File: src/rtl/calc_sequencer.sv
// Sequencer for y = sin(angle) * a/(a+b+c) using external divider, sine and multiplier units.
// Captures operands, shifts in a 10-bit serial angle, then scales the sine by the quotient.
module calc_sequencer #(
  parameter int unsigned MUL_LAT     = 2,
  parameter int unsigned DIV_TIMEOUT = 64
) (
  input  logic        clk,
  input  logic        rst,
  input  logic        start,
  input  logic [11:0] a,
  input  logic [11:0] b,
  input  logic [11:0] c,
  input  logic        e,
  output logic        div_en,
  output logic [25:0] div_dividend,
  output logic [13:0] div_divisor,
  input  logic        div_ok,
  input  logic [25:0] div_quotient,
  output logic [9:0]  sin_in,
  input  logic [12:0] sin_out,
  input  logic        sin_sign,
  output logic        mul_en,
  output logic [25:0] mul_a,
  output logic [12:0] mul_b,
  input  logic [38:0] mul_product,
  output logic [13:0] y,
  output logic        y_valid,
  output logic        err,
  output logic        busy
);

  typedef enum logic [2:0] {IDLE, DIV, MUL, DONE, ERR} state_t;

  state_t      state_q;
  logic [11:0] a_q, b_q, c_q;
  logic [9:0]  angle_q;
  logic [3:0]  bit_cnt_q;
  logic [7:0]  div_cnt_q;
  logic [3:0]  mul_cnt_q;
  logic [25:0] q_q;
  logic        q_vld_q;
  logic [12:0] s_q;
  logic        sgn_q;
  logic [13:0] y_q;
  logic        y_valid_q, err_q, busy_q, div_en_q, mul_en_q;

  logic [13:0] in_sum_d;
  logic        bits_last_d;
  logic        div_exit_d;
  logic        div_tmo_d;
  logic [12:0] p_d;
  logic [12:0] mag_d;
  logic [13:0] y_d;
  logic        unused_prod;

  assign in_sum_d     = {2'b00, a} + {2'b00, b} + {2'b00, c};
  assign div_dividend = {a_q, 14'b0};
  assign div_divisor  = {2'b00, a_q} + {2'b00, b_q} + {2'b00, c_q};
  assign sin_in       = angle_q;
  assign mul_a        = q_q;
  assign mul_b        = s_q;

  // The 10th angle bit shifts in on the same edge that leaves DIV, so the
  // exit is allowed once the counter shows 9 bits already taken.
  assign bits_last_d = (bit_cnt_q >= 4'd9);
  assign div_exit_d  = bits_last_d && (q_vld_q || div_ok);
  assign div_tmo_d   = !q_vld_q && !div_ok &&
                       (({1'b0, div_cnt_q} + 9'd1) == 9'(DIV_TIMEOUT));

  assign p_d         = mul_product[26:14];
  assign mag_d       = sgn_q ? (~p_d + 13'd1) : p_d;
  assign y_d         = {sgn_q, mag_d};
  assign unused_prod = ^{mul_product[38:27], mul_product[13:0]};

  always_ff @(posedge clk) begin
    if (rst) begin
      state_q   <= IDLE;
      a_q       <= '0;
      b_q       <= '0;
      c_q       <= '0;
      angle_q   <= '0;
      bit_cnt_q <= '0;
      div_cnt_q <= '0;
      mul_cnt_q <= '0;
      q_q       <= '0;
      q_vld_q   <= 1'b0;
      s_q       <= '0;
      sgn_q     <= 1'b0;
      y_q       <= '0;
      y_valid_q <= 1'b0;
      err_q     <= 1'b0;
      busy_q    <= 1'b0;
      div_en_q  <= 1'b0;
      mul_en_q  <= 1'b0;
    end else begin
      y_valid_q <= 1'b0;
      err_q     <= 1'b0;
      case (state_q)
        IDLE: begin
          if (start) begin
            a_q       <= a;
            b_q       <= b;
            c_q       <= c;
            bit_cnt_q <= '0;
            div_cnt_q <= '0;
            q_vld_q   <= 1'b0;
            busy_q    <= 1'b1;
            if (in_sum_d == '0) begin
              state_q   <= ERR;
              y_q       <= '0;
              y_valid_q <= 1'b1;
              err_q     <= 1'b1;
            end else begin
              state_q  <= DIV;
              div_en_q <= 1'b1;
            end
          end
        end
        DIV: begin
          if (bit_cnt_q < 4'd10) begin
            angle_q   <= {angle_q[8:0], e};
            bit_cnt_q <= bit_cnt_q + 4'd1;
          end
          if (!q_vld_q) begin
            div_cnt_q <= div_cnt_q + 8'd1;
            if (div_ok) begin
              q_q      <= div_quotient;
              q_vld_q  <= 1'b1;
              div_en_q <= 1'b0;
            end
          end
          if (div_exit_d) begin
            state_q   <= MUL;
            s_q       <= sin_out;
            sgn_q     <= sin_sign;
            mul_en_q  <= 1'b1;
            mul_cnt_q <= '0;
            div_en_q  <= 1'b0;
          end else if (div_tmo_d) begin
            state_q   <= ERR;
            y_q       <= '0;
            y_valid_q <= 1'b1;
            err_q     <= 1'b1;
            div_en_q  <= 1'b0;
          end
        end
        MUL: begin
          if (mul_cnt_q == 4'(MUL_LAT - 1)) begin
            state_q   <= DONE;
            y_q       <= y_d;
            y_valid_q <= 1'b1;
            mul_en_q  <= 1'b0;
          end else begin
            mul_cnt_q <= mul_cnt_q + 4'd1;
          end
        end
        DONE, ERR: begin
          state_q <= IDLE;
          busy_q  <= 1'b0;
        end
        default: begin
          state_q  <= IDLE;
          busy_q   <= 1'b0;
          div_en_q <= 1'b0;
          mul_en_q <= 1'b0;
        end
      endcase
    end
  end

  assign y       = y_q;
  assign y_valid = y_valid_q;
  assign err     = err_q;
  assign busy    = busy_q;
  assign div_en  = div_en_q;
  assign mul_en  = mul_en_q;

endmodule

File: config.mk
export PLATFORM = sky130hd
export DESIGN_NAME = calc_sequencer
export DESIGN_NICKNAME = d
export VERILOG_FILES = /design/src/rtl/calc_sequencer.sv
export SDC_FILE = /design/constraint.sdc
export NUM_CORES = 1
export LEC_CHECK = 0
export CORE_MARGIN = 8
export CORE_UTILIZATION = 23
export DETAILED_ROUTE_END_ITERATION = 8
export HOLD_SLACK_MARGIN = 0.1
export SYNTH_ARGS = -nofsm -noshare
export SYNTH_HDL_FRONTEND = slang
export SYNTH_SLANG_ARGS = --single-unit
export TNS_END_PERCENT = 20
File: constraint.sdc
create_clock -name clk -period 6.3 [get_ports clk]
set_clock_uncertainty 0.05 [all_clocks]
set_input_delay 1.575 -clock clk [delete_from_list [all_inputs] [get_ports clk]]
set_output_delay 1.575 -clock clk [all_outputs]
set_load 0.005 [all_outputs]
==> results.tsv <==
stage	metric	value	unit
run_status	status	complete, no violations	
synthesis	synth.area.top_cells	dfxtp_1, nand2_1, a21oi_1	
floorplanning	io_pins	228	
drt	drcViolationCount	0	
clock_network	clock_sinks	125	
setup_path	path_cells	inv_1 -> fa_1 -> inv_1 -> ha_1 -> inv_1 -> fa_1 -> nor2b_1 -> o21ai_0 -> a21boi_0 -> o21a_1 -> o21ai_0 -> a21oi_1 -> a211oi_1 -> nor3b_1 -> clkdlybuf4s50_1	
placement	dp_hpwl	14700	µm
pwr	powerDensity	244	mW/mm²
floorplanning	die_h	188	µm
setup_path	cpMaxStageDelayCell	clkdlybuf4s50_1	
layout	finalNonFillerCells	1408	
drt	viasPerCell	4.38	
sta	min_period	5.71	ns
grt	grt_max_degree	69	
sta	tightest_slew	1.12	ns
grt	grt_pass1_vias	6123	
pwr	vdd_drop_max	0.138	mV
setup_path	cp_max_fo	3	
layout	nNetsFinal	1181	
synthesis	synth_top_area_frac	0.368	
worst_hold_path	hold_path.class	reg2reg	
floorplanning	die_w	188	µm
synthesis	syn_inst	835	
setup_path	reg2reg_slack	3.18	ns
synthesis	async_flop_share	0	
grt	gr-total-overflow	0	
synthesis	ys_seq_area_frac	0.368	
clock_network	cts_tree	yes	
sta	relSlewSlack	0.254	
drt	vias	6167	
synthesis	syn_area	0.00680	mm²
sta	max_freq	175	MHz
grt	grt_usage	0.112	
floorplanning	rows	63	
layout	fin_util	0.327	
setup_path	start_kind	flip-flop	
drt	ant_nets	0	
layout	diodes	0	
synthesis	ys_ff_latch	125	
setup_path	cp_data_arrival_time	4.08	ns
sta	rsz0062_at_grt	false	
setup_path	crit_buf_inv	4	
placement	port-buffer-count	187	
synthesis	yosysWarnings	0	
setup_path	slowest_delay	0.54	ns
grt	antenna_found_initial	0	
clock_network	clkLatencyLatePin	0.42	ns
sta	period_share	0.906	
job	max_cap_violations	0	
synthesis	synth_edf_count	0	
pwr	leakage	3.67	nW
floorplanning	fp.dieArea	0.0353	mm²
sta	drv_slew	0	
sta	finalSetupViolCount	0	
drt	drt_iter0_drc	232	
setup_path	cp_top_family	compound AO/OA/AOI/OAI gates	
drt	routed_wirelength	19900	µm
synthesis	synth.distinct_cells	59	
clock_network	ctsResizeCount	0	
drt	drtPass1Iterations	4	
clock_network	cts_hold_buffers	0	
layout	syn_to_final_growth	41.2	%
clock_network	cts_inserted_buffers	17	
floorplanning	coreArea	0.0294	mm²
floorplanning	initial_core_util	0.231	
clock_network	cts_buffer_depth	2	
clock_network	htree_levels	4	
drt	post_drt_wl_per_cell	14.1	µm
placement	dp_cells	1376	
clock_network	cts-root-buf	clkbuf_16	
grt	grt_pass1_wl	32000	µm
clock_network	clk_pin_slew	0.06	ns
synthesis	ys.flop_type	dfxtp_1	
synthesis	avgSynthCellArea	8.14	µm²
placement	globalplace.congestion	0.757	
sta	tns	0	ns
synthesis	synth_top_area_cell	dfxtp_1	
sta	hold_viol_final	0	
setup_path	cp_common_cell	inv_1	
clock_network	cts_setup_buffers	0	
setup_path	crit_required	4.68	ns
setup_path	crit_path_end_kind	output port	
setup_path	worst-setup-path-type	reg2out	
layout	drive_above_1_share	0.0442	
pwr	total_power	2.35	mW
[layout make-up]
type	count	area (µm²)
flip-flops and latches	125	2500
clock inverters	14	183
clock buffers	18	439
well taps	390	488
inverters	32	120
repair buffers	190	1890
fillers	3078	19800
multi-input cells	639	3980
[layout by cell type (no fill, tap or decap), types with 11 or more instances in the layout]
master / synthesis / final
a21oi_1: 107 / 107
nand2b_1: 19 / 19
nor3_1: 13 / 13
nand3_1: 15 / 15
inv_1: 31 / 31
xor2_1: 11 / 11
clkbuf_16: 0 / 17
conb_1: 1 / 14
ha_1: 30 / 30
o21ai_0: 22 / 22
dfxtp_1: 125 / 125
nand2_1: 196 / 196
mux2i_1: 29 / 29
fa_1: 26 / 26
nor2_1: 60 / 58
xnor2_1: 16 / 16
clkdlybuf4s50_1: 0 / 186
[synthesized netlist by cell type (all sizes together) (3+ instances only)]
cell     instances
o21ai           23
a21o             3
a311oi           4
buf             19
nand2b          19
and3             5
nand4            5
and2             3
a2111oi          3
xor2            11
nor2b            4
nor2            62
nand3           15
nor3            13
fa              26
a211o            3
a211oi           5
o211ai           4
mux2i           29
a41oi            3
o21a             4
clkbuf          33
a21oi          107
dfxtp          125
nor3b            3
xnor2           16
or3              3
ha              30
inv             32
nand2          196
[report_power, final]
group / total (mW) / switching [mW] / internal [mW]
clock: 1.05 / 0.409 / 0.641
sequential: 0.837 / 0.0209 / 0.816
combinational: 0.458 / 0.230 / 0.229
[cells by family after synthesis]
kind of cell               synth area share
AOI/OAI and AO/OA                     0.147
DFF                                   0.368
adders and majority gates             0.132
and+or+nand+nor                       0.218
muxes                                0.0444
buffers and inverters                0.0548
xor gates and xnor gates             0.0348
other                              0.000552
[worst reg2reg max path, delay by kind of cell, from the launching register on]
kind            cells  cell delay, ns
simple gates        4            2.12
buf+inv             1            0.15
flops               1            0.56
compound gates      1            0.16
[metrics by stage]
stage	hold slack [ns]	setup slack [ns]	area (µm²)
final	0.402	0.592	9600
after global placement	0.391	0.808	8980
after global routing	0.424	0.259	9600
after CTS	0.405	0.506	9600
after floorplan	0.386	1.76	6850
after detailed placement	0.398	0.842	8980
[worst paths after layout]
path,to,start,depth (start not counted)
worst min register to register,mul_a[0]$_SDFFE_PP0P_,mul_a[0]$_SDFFE_PP0P_,2
worst max register to register,mul_a[2]$_SDFFE_PP0P_,state_q[0]$_SDFFE_PP0P_,6
worst max-delay path,div_divisor[13],a_q[0]$_SDFFE_PP0P_,15
worst min-delay path,mul_a[0]$_SDFFE_PP0P_,mul_a[0]$_SDFFE_PP0P_,2
[sequential cells by signal, indices dropped and copies added, names as in the netlist, 3 cells and up]
register   count
b_q           12
c_q           12
sin_in        10
mul_cnt_q      4
mul_b         13
mul_a         26
state_q        3
y             14
bit_cnt_q      4
a_q           12
div_cnt_q      8
[per-layer routing]
layer  GRT usage  part of all wire
met5           0                 0
met4      0.0367             0.013
met3      0.0392             0.071
met2       0.185              0.48
met1       0.133              0.43
Power figures use the tool's default switching activity.
